==> config.mk <==
export PLATFORM = sky130hd
export DESIGN_NAME = rsv_wb_arbiter_flat
export DESIGN_NICKNAME = d
export VERILOG_FILES = /design/src/rtl/rsv_wb_arbiter_if.sv /design/src/rtl/rsv_wb_arbiter.sv /design/src/flat_wrapper.sv
export SDC_FILE = /design/constraint.sdc
export NUM_CORES = 1
export LEC_CHECK = 0
export CAP_MARGIN = 10
export CORE_MARGIN = 3
export CORE_UTILIZATION = 40
export CTS_CLUSTER_SIZE = 12
export DETAILED_ROUTE_END_ITERATION = 6
export PLACE_DENSITY = 0.93
export SKIP_LAST_GASP = 1
export SYNTH_ARGS = -nofsm -noshare
export SYNTH_HDL_FRONTEND = slang
export SYNTH_SLANG_ARGS = --single-unit
==> constraint.sdc <==
create_clock -name clk -period 3.25 [get_ports clk]
set_input_delay 0.65 -clock clk [delete_from_list [all_inputs] [get_ports clk]]
set_output_delay 0.65 -clock clk [all_outputs]
set_load 0.1 [all_outputs]
==> src/rtl/rsv_wb_arbiter_if.sv <==
// rsv_wb_arbiter_if: ALU/LSU writeback requests and register-file write port
interface rsv_wb_arbiter_if #(
   parameter int XLEN = 32
);
   logic            alu_valid_i;
   logic [4:0]      alu_rd_i;
   logic [XLEN-1:0] alu_data_i;
   logic            alu_ready_o;
   logic            lsu_valid_i;
   logic [4:0]      lsu_rd_i;
   logic [XLEN-1:0] lsu_data_i;
   logic            lsu_ready_o;
   logic            rf_wr_en_o;
   logic [5:0]      rf_waddr_o;
   logic [XLEN-1:0] rf_data_o;
   logic            init_done_o;
   modport slave (
      input  alu_valid_i, alu_rd_i, alu_data_i, lsu_valid_i, lsu_rd_i, lsu_data_i,
      output alu_ready_o, lsu_ready_o, rf_wr_en_o, rf_waddr_o, rf_data_o, init_done_o
   );
   modport master (
      output alu_valid_i, alu_rd_i, alu_data_i, lsu_valid_i, lsu_rd_i, lsu_data_i,
      input  alu_ready_o, lsu_ready_o, rf_wr_en_o, rf_waddr_o, rf_data_o, init_done_o
   );
endinterface

==> src/rtl/rsv_wb_arbiter.sv <==
// rsv_wb_arbiter: round-robin ALU/LSU writeback arbiter with register-file zero-init sweep
module rsv_wb_arbiter #(
   parameter int XLEN = 32,
   parameter int NREG = 32
) (
   input  logic            clk,
   input  logic            reset_n,
   rsv_wb_arbiter_if.slave bus
);
   typedef enum logic {INIT, RUN} state_t;
   state_t          state_q, state_d;
   logic [4:0]      cnt_q, cnt_d;
   logic            prio_q, prio_d;
   logic            wr_en_q, wr_en_d;
   logic            done_q, done_d;
   logic [5:0]      waddr_q, waddr_d;
   logic [XLEN-1:0] data_q, data_d;
   logic            alu_gnt, lsu_gnt;
   always_comb begin
      alu_gnt = state_q == RUN && bus.alu_valid_i && (!bus.lsu_valid_i || !prio_q);
      lsu_gnt = state_q == RUN && bus.lsu_valid_i && (!bus.alu_valid_i || prio_q);
      state_d = state_q;
      cnt_d   = cnt_q;
      prio_d  = prio_q;
      wr_en_d = 1'b0;
      done_d  = done_q;
      waddr_d = waddr_q;
      data_d  = data_q;
      if (state_q == INIT) begin
         wr_en_d = 1'b1;
         waddr_d = {1'b0, cnt_q};
         data_d  = '0;
         cnt_d   = cnt_q + 5'd1;
         state_d = cnt_q == 5'(NREG - 1) ? RUN : INIT;
         done_d  = cnt_q == 5'(NREG - 1);
      end else if (alu_gnt || lsu_gnt) begin
         waddr_d = {1'b0, alu_gnt ? bus.alu_rd_i : bus.lsu_rd_i};
         data_d  = alu_gnt ? bus.alu_data_i : bus.lsu_data_i;
         // x0 is accepted but never written once the sweep is over
         wr_en_d = |waddr_d;
         prio_d  = alu_gnt;
      end
   end
   always_ff @(posedge clk or negedge reset_n) begin
      if (!reset_n) begin
         state_q <= INIT;
         cnt_q   <= '0;
         prio_q  <= 1'b0;
         wr_en_q <= 1'b0;
         done_q  <= 1'b0;
         waddr_q <= '0;
         data_q  <= '0;
      end else begin
         state_q <= state_d;
         cnt_q   <= cnt_d;
         prio_q  <= prio_d;
         wr_en_q <= wr_en_d;
         done_q  <= done_d;
         waddr_q <= waddr_d;
         data_q  <= data_d;
      end
   end
   assign bus.alu_ready_o = alu_gnt;
   assign bus.lsu_ready_o = lsu_gnt;
   assign bus.rf_wr_en_o  = wr_en_q;
   assign bus.rf_waddr_o  = waddr_q;
   assign bus.rf_data_o   = data_q;
   assign bus.init_done_o = done_q;
endmodule

==> src/flat_wrapper.sv <==
// flat-port wrapper written by rule: the top's interface ports become plain ports
module rsv_wb_arbiter_flat 
#(
   parameter int XLEN = 32,
   parameter int NREG = 32
)
  (clk, reset_n, bus_alu_valid_i, bus_alu_rd_i, bus_alu_data_i, bus_lsu_valid_i, bus_lsu_rd_i, bus_lsu_data_i, bus_alu_ready_o, bus_lsu_ready_o, bus_rf_wr_en_o, bus_rf_waddr_o, bus_rf_data_o, bus_init_done_o);
  rsv_wb_arbiter_if #(.XLEN(XLEN)) bus_i ();
  input  logic clk;
  input  logic reset_n;
  input wire logic [$bits(bus_i.alu_valid_i)-1:0] bus_alu_valid_i;
  input wire logic [$bits(bus_i.alu_rd_i)-1:0] bus_alu_rd_i;
  input wire logic [$bits(bus_i.alu_data_i)-1:0] bus_alu_data_i;
  input wire logic [$bits(bus_i.lsu_valid_i)-1:0] bus_lsu_valid_i;
  input wire logic [$bits(bus_i.lsu_rd_i)-1:0] bus_lsu_rd_i;
  input wire logic [$bits(bus_i.lsu_data_i)-1:0] bus_lsu_data_i;
  output wire logic [$bits(bus_i.alu_ready_o)-1:0] bus_alu_ready_o;
  output wire logic [$bits(bus_i.lsu_ready_o)-1:0] bus_lsu_ready_o;
  output wire logic [$bits(bus_i.rf_wr_en_o)-1:0] bus_rf_wr_en_o;
  output wire logic [$bits(bus_i.rf_waddr_o)-1:0] bus_rf_waddr_o;
  output wire logic [$bits(bus_i.rf_data_o)-1:0] bus_rf_data_o;
  output wire logic [$bits(bus_i.init_done_o)-1:0] bus_init_done_o;
  assign bus_i.alu_valid_i = bus_alu_valid_i;
  assign bus_i.alu_rd_i = bus_alu_rd_i;
  assign bus_i.alu_data_i = bus_alu_data_i;
  assign bus_i.lsu_valid_i = bus_lsu_valid_i;
  assign bus_i.lsu_rd_i = bus_lsu_rd_i;
  assign bus_i.lsu_data_i = bus_lsu_data_i;
  assign bus_alu_ready_o = bus_i.alu_ready_o;
  assign bus_lsu_ready_o = bus_i.lsu_ready_o;
  assign bus_rf_wr_en_o = bus_i.rf_wr_en_o;
  assign bus_rf_waddr_o = bus_i.rf_waddr_o;
  assign bus_rf_data_o = bus_i.rf_data_o;
  assign bus_init_done_o = bus_i.init_done_o;
  rsv_wb_arbiter #(.XLEN(XLEN), .NREG(NREG)) u_core (.clk(clk), .reset_n(reset_n), .bus(bus_i));
endmodule
### After elaboration in Yosys (flattened, before gate mapping)

Index checks and enable logic that the tools add are counted.

| storage, ports and cells | value |
|---|---|
| memory bits (read-only) | 0 |
| logic and storage cells | 32 |
| bits in writable memories | 0 |
| bits of input ports | 78 |
| flip-flop bits (word level) | 47 |
| bits in latches | 0 |
| output and inout port bits | 42 |
| memories kept | 0 |

| operators by class | value |
|---|---|
| bitwise gates (word level) | 0 |
| muxes and demuxes | 10 |
| divide/modulo/power cells | 0 |
| equal/unequal tests | 2 |
| shift operators | 0 |
| $mul | 0 |
| add/subtract/negate cells | 1 |
| reduce and logical (&&, ||, !) cells | 12 |
| magnitude comparators | 0 |

Operator list:

| cell | count |
|---|---|
| $mux W32 | 3 |
| $mux W6 | 2 |
| $add A5 B1 Y5 const B | 1 |
| $eq A5 B5 Y1 const B | 1 |
| $mux W5 | 1 |
| $reduce_or A5 Y1 | 1 |
| $logic_and A1 B1 Y1 | 4 |
| $mux W1 | 4 |
| $logic_not A1 Y1 | 3 |
| $logic_or A1 B1 Y1 | 3 |
| $ne A2 B2 Y1 const B | 1 |
| $reduce_and A2 Y1 | 1 |

### Longest topological paths before layout

Gate-level depths: netlist of run 1.

| logic depth | value |
|---|---|
| depth in word-level cells | 7 |
| depth in mapped cells | 6 |
| gate-level depth less buffers | 5 |

### Least setup slack after synthesis of run 1

No wires, ideal clock.

| timing | value |
|---|---|
| path kind | input -> output |
| start | input port bus_alu_valid_i |
| end | output port bus_lsu_ready_o |
| cell stages on the path | 3 |
| data arrival time | 2.211 ns |
| slack | 0.389 ns |
| path through | buf_2 -> nor2b_1 -> nor2_1 |

| between the ends | value |
|---|---|
| cells in the longest elaborated chain, start to end | 3 |

Ends and longest elaborated chain:

| element | line | source |
|---|---|---|
| from (decl) | flat_wrapper.sv:11 | `input wire logic [$bits(bus_i.alu_valid_i)-1:0] bus_alu_valid_i;` |
| $logic_not A1 Y1 | rsv_wb_arbiter.sv:21 | `lsu_gnt = state_q == RUN && bus.lsu_valid_i && (!bus.alu_valid_i \|\| prio_q);` |
| $logic_or A1 B1 Y1 | rsv_wb_arbiter.sv:21 |  |
| $logic_and A1 B1 Y1 | rsv_wb_arbiter.sv:21 |  |
| to (decl) | flat_wrapper.sv:18 | `output wire logic [$bits(bus_i.lsu_ready_o)-1:0] bus_lsu_ready_o;` |

Every way passes these cells.

### Final worst setup path of run 1

Same ends and word-level chain as after synthesis.

==> summary.md, run 1 <==
| Metric | Value |
|---|---|
| Final cycle utilization of the critical path | `0.793` |
| Worst max-slew margin expressed relative to the limit | `0.335` |
| Pin count of the biggest net entering global routing | `68` |
| Gr ovfl total | `0` |
| Detailed Routing Iterations Pass 1 | `4` |
| Startpoint type of the worst setup path | `primary input` |
| Cell at the root of the clock tree | `sky130_fd_sc_hd__clkbuf_8` |
| First-pass GRT wire length | `9.03 mm` |
| Worst hold margin | `0.507 ns` |
| Global placer's final weighted congestion | `0.837` |
| Number of cells upsized or downsized after cts | `0` |
| ANT cells | `0` |
| Post-CTS clock slew at the launch and capture registers of the worst setup and hold paths | `0.08 ns` |
| Detailed Route Iter0 Violations | `97` |
| Number of I/O port buffers | `118` |
| Critical Setup Path Class | `primary input to primary output` |
| Required time reported for the critical path endpoint | `2.60 ns` |
| Worst min-delay path category | `flip-flop to flip-flop` |
| Sum of negative setup slack | `0 ns` |
| Number of inserted filler cells in the final layout | `457` |
| RSZ-0062 raised after global routing | `false` |
| Max capacitance violation total | `0` |
| Static leakage power | `1.58 nW` |
| Top cell family by delay on the critical path | `buffers and inverters` |
| Number of levels the H-tree was split into | `2` |
| Footprint of the flip-flops and latches | `0.00115 mm²` |
| Boundary pin count | `120` |
| IR drop worst, VDD | `0.000256 V` |
| Critical Path, Cell by Cell | `clkdlybuf4s50_1 > nor2b_1 > nor2_1 > buf_12` |
| Count of endpoints failing setup in the final report | `0` |
| Starting utilization of the core area | `0.430` |
| Cell area reported after detailed placement | `0.00338 mm²` |
| Actual slew at the worst max-slew pin | `0.998 ns` |
| Yosys warning count | `0` |
| Rows | `26` |
| Number of buffers created by CTS | `5` |
| Status | `finished clean` |
| Net count reported at finish | `400` |
| Total placed cells including tap cells | `383` |
| Mean area per synthesized cell | `11.0 µm²` |
| Core region area | `0.00534 mm²` |
| Ratio of total power to cell area | `508 mW/mm²` |
| Total of hold buffers inserted after clock tree synthesis | `0` |
| Worst Path Arrival | `1.93 ns` |
| Number of pins exceeding their max-slew limit in the final report | `0` |
| Number of clock sinks seen by CTS | `46` |
| Number of standard cells in the layout, taps in and fillers out | `390` |
| Wire length after detailed routing | `6.04 mm` |
| DRC errors left | `0` |
| Share of post-route cells with drive strength above 1 | `0.191` |
| Initial antenna violation count | `0` |
| Average wire per standard cell | `15.5 µm` |
| Detail-routed via count per cell | `5.09` |
| Non-Filler Cell Area, Final | `0.00346 mm²` |
| Number of nets in the synthesized netlist | `288` |
| Sequential element share of the synthesized area | `0.502` |
| Post-detailed-route count of antenna-violating nets | `0` |
| Clock Skew | `0.00670 ns` |
| Netlist area before placement | `0.00229 mm²` |
| Highest fanout seen on the critical path | `10` |
| Clk Latency, worst-skew pair | `0.28 ns` |
| Maximum clock path buffer count | `2` |
| WP buf/inv | `2` |
| Area used by multi-input combinational logic | `998 µm²` |
| Cells after Synth | `208` |
| Maximum operating frequency | `0.388 GHz` |
| CP max stage delay | `0.61 ns` |
| Die boundary width | `81.7 µm` |
| Number of synthesized register bits | `46` |
| CTS tree | `done` |
| Vertical die dimension | `81.7 µm` |
| Netlist cell types | `37` |
| Nature of the critical path endpoint | `primary output` |
| Area Overhead vs Synth | `50.7%` |
| Tot GR Track Use | `0.176` |
| Number of global-route vias before repair | `1997` |
| Post-CTS Setup Inserts | `0` |
| Detailed placement HPWL | `4.70 mm` |
| Clock period minus final worst setup slack | `2.58 ns` |
| Fin. Hold Viols | `0` |
| Slowest stage cell, crit path | `sky130_fd_sc_hd__clkdlybuf4s50_1` |
| Vias | `1986` |
| Area enclosed by the die boundary | `0.00668 mm²` |
## synthesized netlist by cell type (all sizes together)
library cell	count	share of area
mux2	4	0.020
o41ai	3	0.015
xnor2	3	0.011
a32oi	1	0.0038
nand2	4	0.0076
mux2i	34	0.15
or2	1	0.0027
clkbuf	5	0.0082
dfrtp	46	0.50
nor3	1	0.0022
a21oi	2	0.0044
nor3b	1	0.0033
buf	13	0.056
nand3b	1	0.0033
conb	1	0.0016
ha	2	0.011
a21boi	1	0.0033
a31oi	2	0.0055
nor2	4	0.0065
nor2b	2	0.0055
and3	1	0.0027
o221a	1	0.0049
a311oi	2	0.0076
o31ai	1	0.0033
o21ai	34	0.074
inv	2	0.0033
o2bb2ai	1	0.0038
nand3	34	0.076
o22ai	1	0.0027
## worst paths after layout
kind,startpoint,endpoint,slack [ns],cells after the start
setup / recovery,bus_alu_valid_i,bus_lsu_ready_o,0.67,4
min in group asynchronous,reset_n,u_core.bus.rf_data_o[30],0.52,1
hold / removal,u_core.cnt_q[3],u_core.cnt_q[3],0.51,1
setup reg to reg,u_core.state_q,u_core.bus.rf_waddr_o[0],1.48,5
hold reg to reg,u_core.cnt_q[3],u_core.cnt_q[3],0.51,1
max in group asynchronous,reset_n,u_core.cnt_q[2],2.10,1
## worst register-to-register path: cells and delay by family, from the launching register on
family	cells	cell delay (ns)
buffers and inverters	2	0.57
flip-flops	1	0.39
multiplexers	1	0.36
AO/OA/AOI/OAI	1	0.21
AND/OR/NAND/NOR	1	0.13
## layout make-up
cell class                 instances  share of cell area
clock buffer                       7              0.0221
inverter                           2             0.00217
multi-input combinational        142               0.289
sequential                        46               0.333
tap                               70              0.0253
timing repair buffer             123               0.329
## stage by stage
step	setup WS, ns	total power [mW]	util
floorplan	0.389	1.23	-
global placement	0.713	1.44	0.634
detailed placement	0.639	1.46	0.634
CTS	0.676	1.77	0.648
global route	0.612	1.84	0.648
finish	0.672	1.76	0.648
## placed cells by master, fill, tap and decap left out, types with 2 or more instances in the layout
cell                              netlist  final
sky130_fd_sc_hd__nor2_1                 4      4
sky130_fd_sc_hd__mux2i_1               34     34
sky130_fd_sc_hd__nand2_1                3      3
sky130_fd_sc_hd__o41ai_1                2      2
sky130_fd_sc_hd__clkbuf_1               5      2
sky130_fd_sc_hd__a21oi_1                2      2
sky130_fd_sc_hd__a31oi_1                2      2
sky130_fd_sc_hd__buf_12                 4      2
sky130_fd_sc_hd__o21ai_1               34     33
sky130_fd_sc_hd__a311oi_1               2      2
sky130_fd_sc_hd__nand3_1               33     33
sky130_fd_sc_hd__clkbuf_8               0      5
sky130_fd_sc_hd__buf_4                  2     44
sky130_fd_sc_hd__clkdlybuf4s50_1        0     76
sky130_fd_sc_hd__dfrtp_1               46     46
sky130_fd_sc_hd__nor2b_1                2      2
sky130_fd_sc_hd__mux2_2                 3      3
sky130_fd_sc_hd__xnor2_1                3      3
sky130_fd_sc_hd__ha_1                   2      2
## power by group
| part | switching [mW] | internal (mW) | total (mW) | leakage [nW] |
|---|---|---|---|---|
| clock network | 0.169 | 0.148 | 0.317 | 0.0383 |
| registers | 0.0336 | 0.628 | 0.662 | 0.550 |
| logic | 0.558 | 0.220 | 0.778 | 0.989 |
## kinds of logic after synthesis
kind of cell,synth area share
other,0.00164
AO/OA/AOI/OAI,0.128
buffers and inverters,0.0676
flip-flops,0.502
AND/OR/NAND/NOR,0.110
multiplexers,0.168
XOR/XNOR,0.0115
adder cells (fa/ha/maj),0.0109
## sequential cells by signal, indices dropped and copies added (netlist names)
name	flops
u_core.bus.rf_data_o	32
u_core.bus.rf_waddr_o	5
u_core.cnt_q	5
u_core.bus.init_done_o	1
u_core.bus.rf_wr_en_o	1
u_core.prio_q	1
u_core.state_q	1
## routing by layer
layer | track usage | up-vias | part of all wire
met2 | 0.325 | 75 | 0.53
met1 | 0.195 | 933 | 0.39
met3 | 0.0548 | 2 | 0.083
li1 | - | 976 | -
met4 | 0.0399 | 0 | 0.0045
met5 | 0 | - | 0
No activity file was read; power rests on OpenSTA's default activity.
==> run 2: changes to the inputs <==
==> constraint.sdc (replaced) <==
create_clock -name clk -period 2.4 [get_ports clk]
set_input_delay 0.48 -clock clk [delete_from_list [all_inputs] [get_ports clk]]
set_output_delay 0.48 -clock clk [all_outputs]
set_load 0.1 [all_outputs]
==> run 2 against run 1 <==
  * Clock power is 37% higher
  * Sequential cell count stayed put
  * Die area stayed put
  * Core utilization is 0.70 points higher
  * Critical path depth stayed put
  * Design area is 1.1% higher
  * Critical path type unchanged
  * Combinational power is 36% higher
  * Clock-buffer cell count stayed put
  * Total power is 36% higher
  * Worst hold slack worse by 0.23 ns
  * Final cell count is 0.77% higher
==> summary.md, run 2 (same netlist as run 1, synthesis figures left out) <==
| Metric | Value |
|---|---|
| Detailed placement HPWL | `4.77 mm` |
| Number of clock sinks seen by CTS | `46` |
| Number of buffers created by CTS | `5` |
| Fin. Hold Viols | `0` |
| Worst R2R Start | `u_core.state_q` |
| Detailed Routing Iterations Pass 1 | `4` |
| Starting utilization of the core area | `0.430` |
| Most common library cell in the layout ignoring fill and taps | `sky130_fd_sc_hd__clkdlybuf4s50_1` |
| Maximum operating frequency | `0.481 GHz` |
| Nature of the critical path endpoint | `primary output` |
| Switching component of the power | `1.04 mW` |
| Count of endpoints failing setup in the final report | `0` |
| Status | `finished clean` |
| Gr ovfl total | `0` |
| Net count reported at finish | `403` |
| Detailed Route Iter0 Violations | `53` |
| Worst max-slew margin expressed relative to the limit | `0.617` |
| Post-CTS clock slew at the launch and capture registers of the worst setup and hold paths | `0.08 ns` |
| Final cycle utilization of the critical path | `0.866` |
| Startpoint type of the worst setup path | `primary input` |
| CTS tree | `done` |
| Static leakage power | `1.59 nW` |
| Internal power summed over all cells | `1.36 mW` |
| Critical Setup Path Class | `primary input to primary output` |
| Post-detailed-route count of antenna-violating nets | `0` |
| Commonest non-fill, non-tap cells in the layout | `76 x sky130_fd_sc_hd__clkdlybuf4s50_1, 46 x sky130_fd_sc_hd__buf_4, 46 x sky130_fd_sc_hd__dfrtp_1, 34 x sky130_fd_sc_hd__mux2i_1` |
| Worst hold margin | `0.276 ns` |
| Sum of negative setup slack | `0 ns` |
| Clock period minus final worst setup slack | `2.08 ns` |
| Worst Path Arrival | `1.60 ns` |
| Boundary pin count | `120` |
| Tot GR Track Use | `0.185` |
| Non-Filler Cell Area, Final | `0.00349 mm²` |
| Number of cells upsized or downsized after cts | `0` |
| Initial antenna violation count | `0` |
| Register-to-register path setup slack | `0.87 ns` |
| Switching share of power | `0.433` |
| RSZ-0062 raised after global routing | `false` |
| Endpoint of the worst-slack reg-to-reg timing path | `u_core.bus.rf_data_o[18]` |
| R2r worst-path depth | `5` |
| Share of power burned in registers | `0.375` |
| DRC errors left | `0` |
| Area enclosed by the die boundary | `0.00668 mm²` |
| Ratio of total power to cell area | `684 mW/mm²` |
| Vias | `1983` |
| Max capacitance violation total | `0` |
| Maximum clock path buffer count | `2` |
| Actual slew at the worst max-slew pin | `0.575 ns` |
| Vertical die dimension | `81.7 µm` |
| Cell area reported after detailed placement | `0.00342 mm²` |
| Die boundary width | `81.7 µm` |
| Global placer's final weighted congestion | `0.760` |
| First-pass GRT wire length | `9.54 mm` |
| Detail-routed via count per cell | `5.05` |
| Number of pins exceeding their max-slew limit in the final report | `0` |
| Cell at the root of the clock tree | `sky130_fd_sc_hd__clkbuf_8` |
| Rows | `26` |
| Clock Skew | `0.00521 ns` |
| Clk Latency, worst-skew pair | `0.28 ns` |
| Number of global-route vias before repair | `2038` |
| Power share of the clock group | `0.181` |
| Area Overhead vs Synth | `52.4%` |
| Launch point of the critical path | `bus_alu_valid_i` |
| Worst min-delay path category | `primary input to asynchronous set/reset pin` |
| Average wire per standard cell | `15.7 µm` |
| Number of levels the H-tree was split into | `2` |
| IR drop worst, VDD | `0.000370 V` |
| Core region area | `0.00534 mm²` |
| Share of post-route cells with drive strength above 1 | `0.201` |
| Gate power share | `0.444` |
| Required time reported for the critical path endpoint | `1.92 ns` |
| Post-CTS Setup Inserts | `0` |
| Number of I/O port buffers | `118` |
| Number of flip-flops in the largest register | `32` |
| Highest fanout seen on the critical path | `8` |
| Wire length after detailed routing | `6.17 mm` |
| Total of hold buffers inserted after clock tree synthesis | `0` |
| Pin count of the biggest net entering global routing | `68` |
| ANT cells | `0` |
[run 2: changes by cell type in the layout (fill, tap and decap cells not counted)]
cell,before,now
sky130_fd_sc_hd__buf_12,2,3
sky130_fd_sc_hd__buf_4,44,46
sky130_fd_sc_hd__nor2_1,4,3
sky130_fd_sc_hd__nor2_2,0,1
[run 2: critical path, stage by stage]
cell and delay, ns:
sky130_fd_sc_hd__clkdlybuf4s50_1 0.63, sky130_fd_sc_hd__nor2b_1 0.24, sky130_fd_sc_hd__nor2_2 0.08, sky130_fd_sc_hd__buf_12 0.17
[run 2: power by group through the flow]
stage / clock (mW) / combinational [mW] / sequential (mW)
3_3_place_gp: 0 / 1.05 / 0.907
4_1_cts: 0.449 / 1.07 / 0.897
5_1_grt: 0.482 / 1.10 / 0.907
3_5_place_dp: 0 / 1.07 / 0.912
6_report: 0.433 / 1.06 / 0.896
2_1_floorplan: 0 / 0.214 / 1.45
[run 2: worst max path at each step]
stage,to,cells past startpoint
2_1_floorplan,bus_lsu_ready_o,4
3_3_place_gp,bus_lsu_ready_o,4
3_5_place_dp,bus_lsu_ready_o,4
4_1_cts,bus_lsu_ready_o,4
5_1_grt,bus_lsu_ready_o,4
6_report,bus_lsu_ready_o,4
[run 2: routing by layer]
| metal | vias to the layer above | GRT usage | share of wire |
|---|---|---|---|
| li1 | 982 | - | - |
| met5 | - | 0 | 0 |
| met4 | 0 | 0.0382 | 0.0050 |
| met1 | 909 | 0.210 | 0.38 |
| met3 | 4 | 0.0548 | 0.093 |
| met2 | 88 | 0.339 | 0.53 |
[run 2: area by class of cell]
cell class              instances  area (µm²)
inverters                       2        7.51
well taps                      70        87.6
repair buffers                126        1170
fillers                       446        1840
flip-flops and latches         46        1150
multi-input cells             142        1000
clock buffers                   7        76.3
[run 2: per-stage QoR]
step	util	worst slack (ns)	cells	total power [mW]
2_1_floorplan	-	0.182	208	1.66
4_1_cts	0.655	0.334	393	2.42
6_report	0.655	0.321	393	2.39
5_1_grt	0.655	0.242	393	2.49
3_5_place_dp	0.641	0.341	386	1.98
3_3_place_gp	0.641	0.371	386	1.96
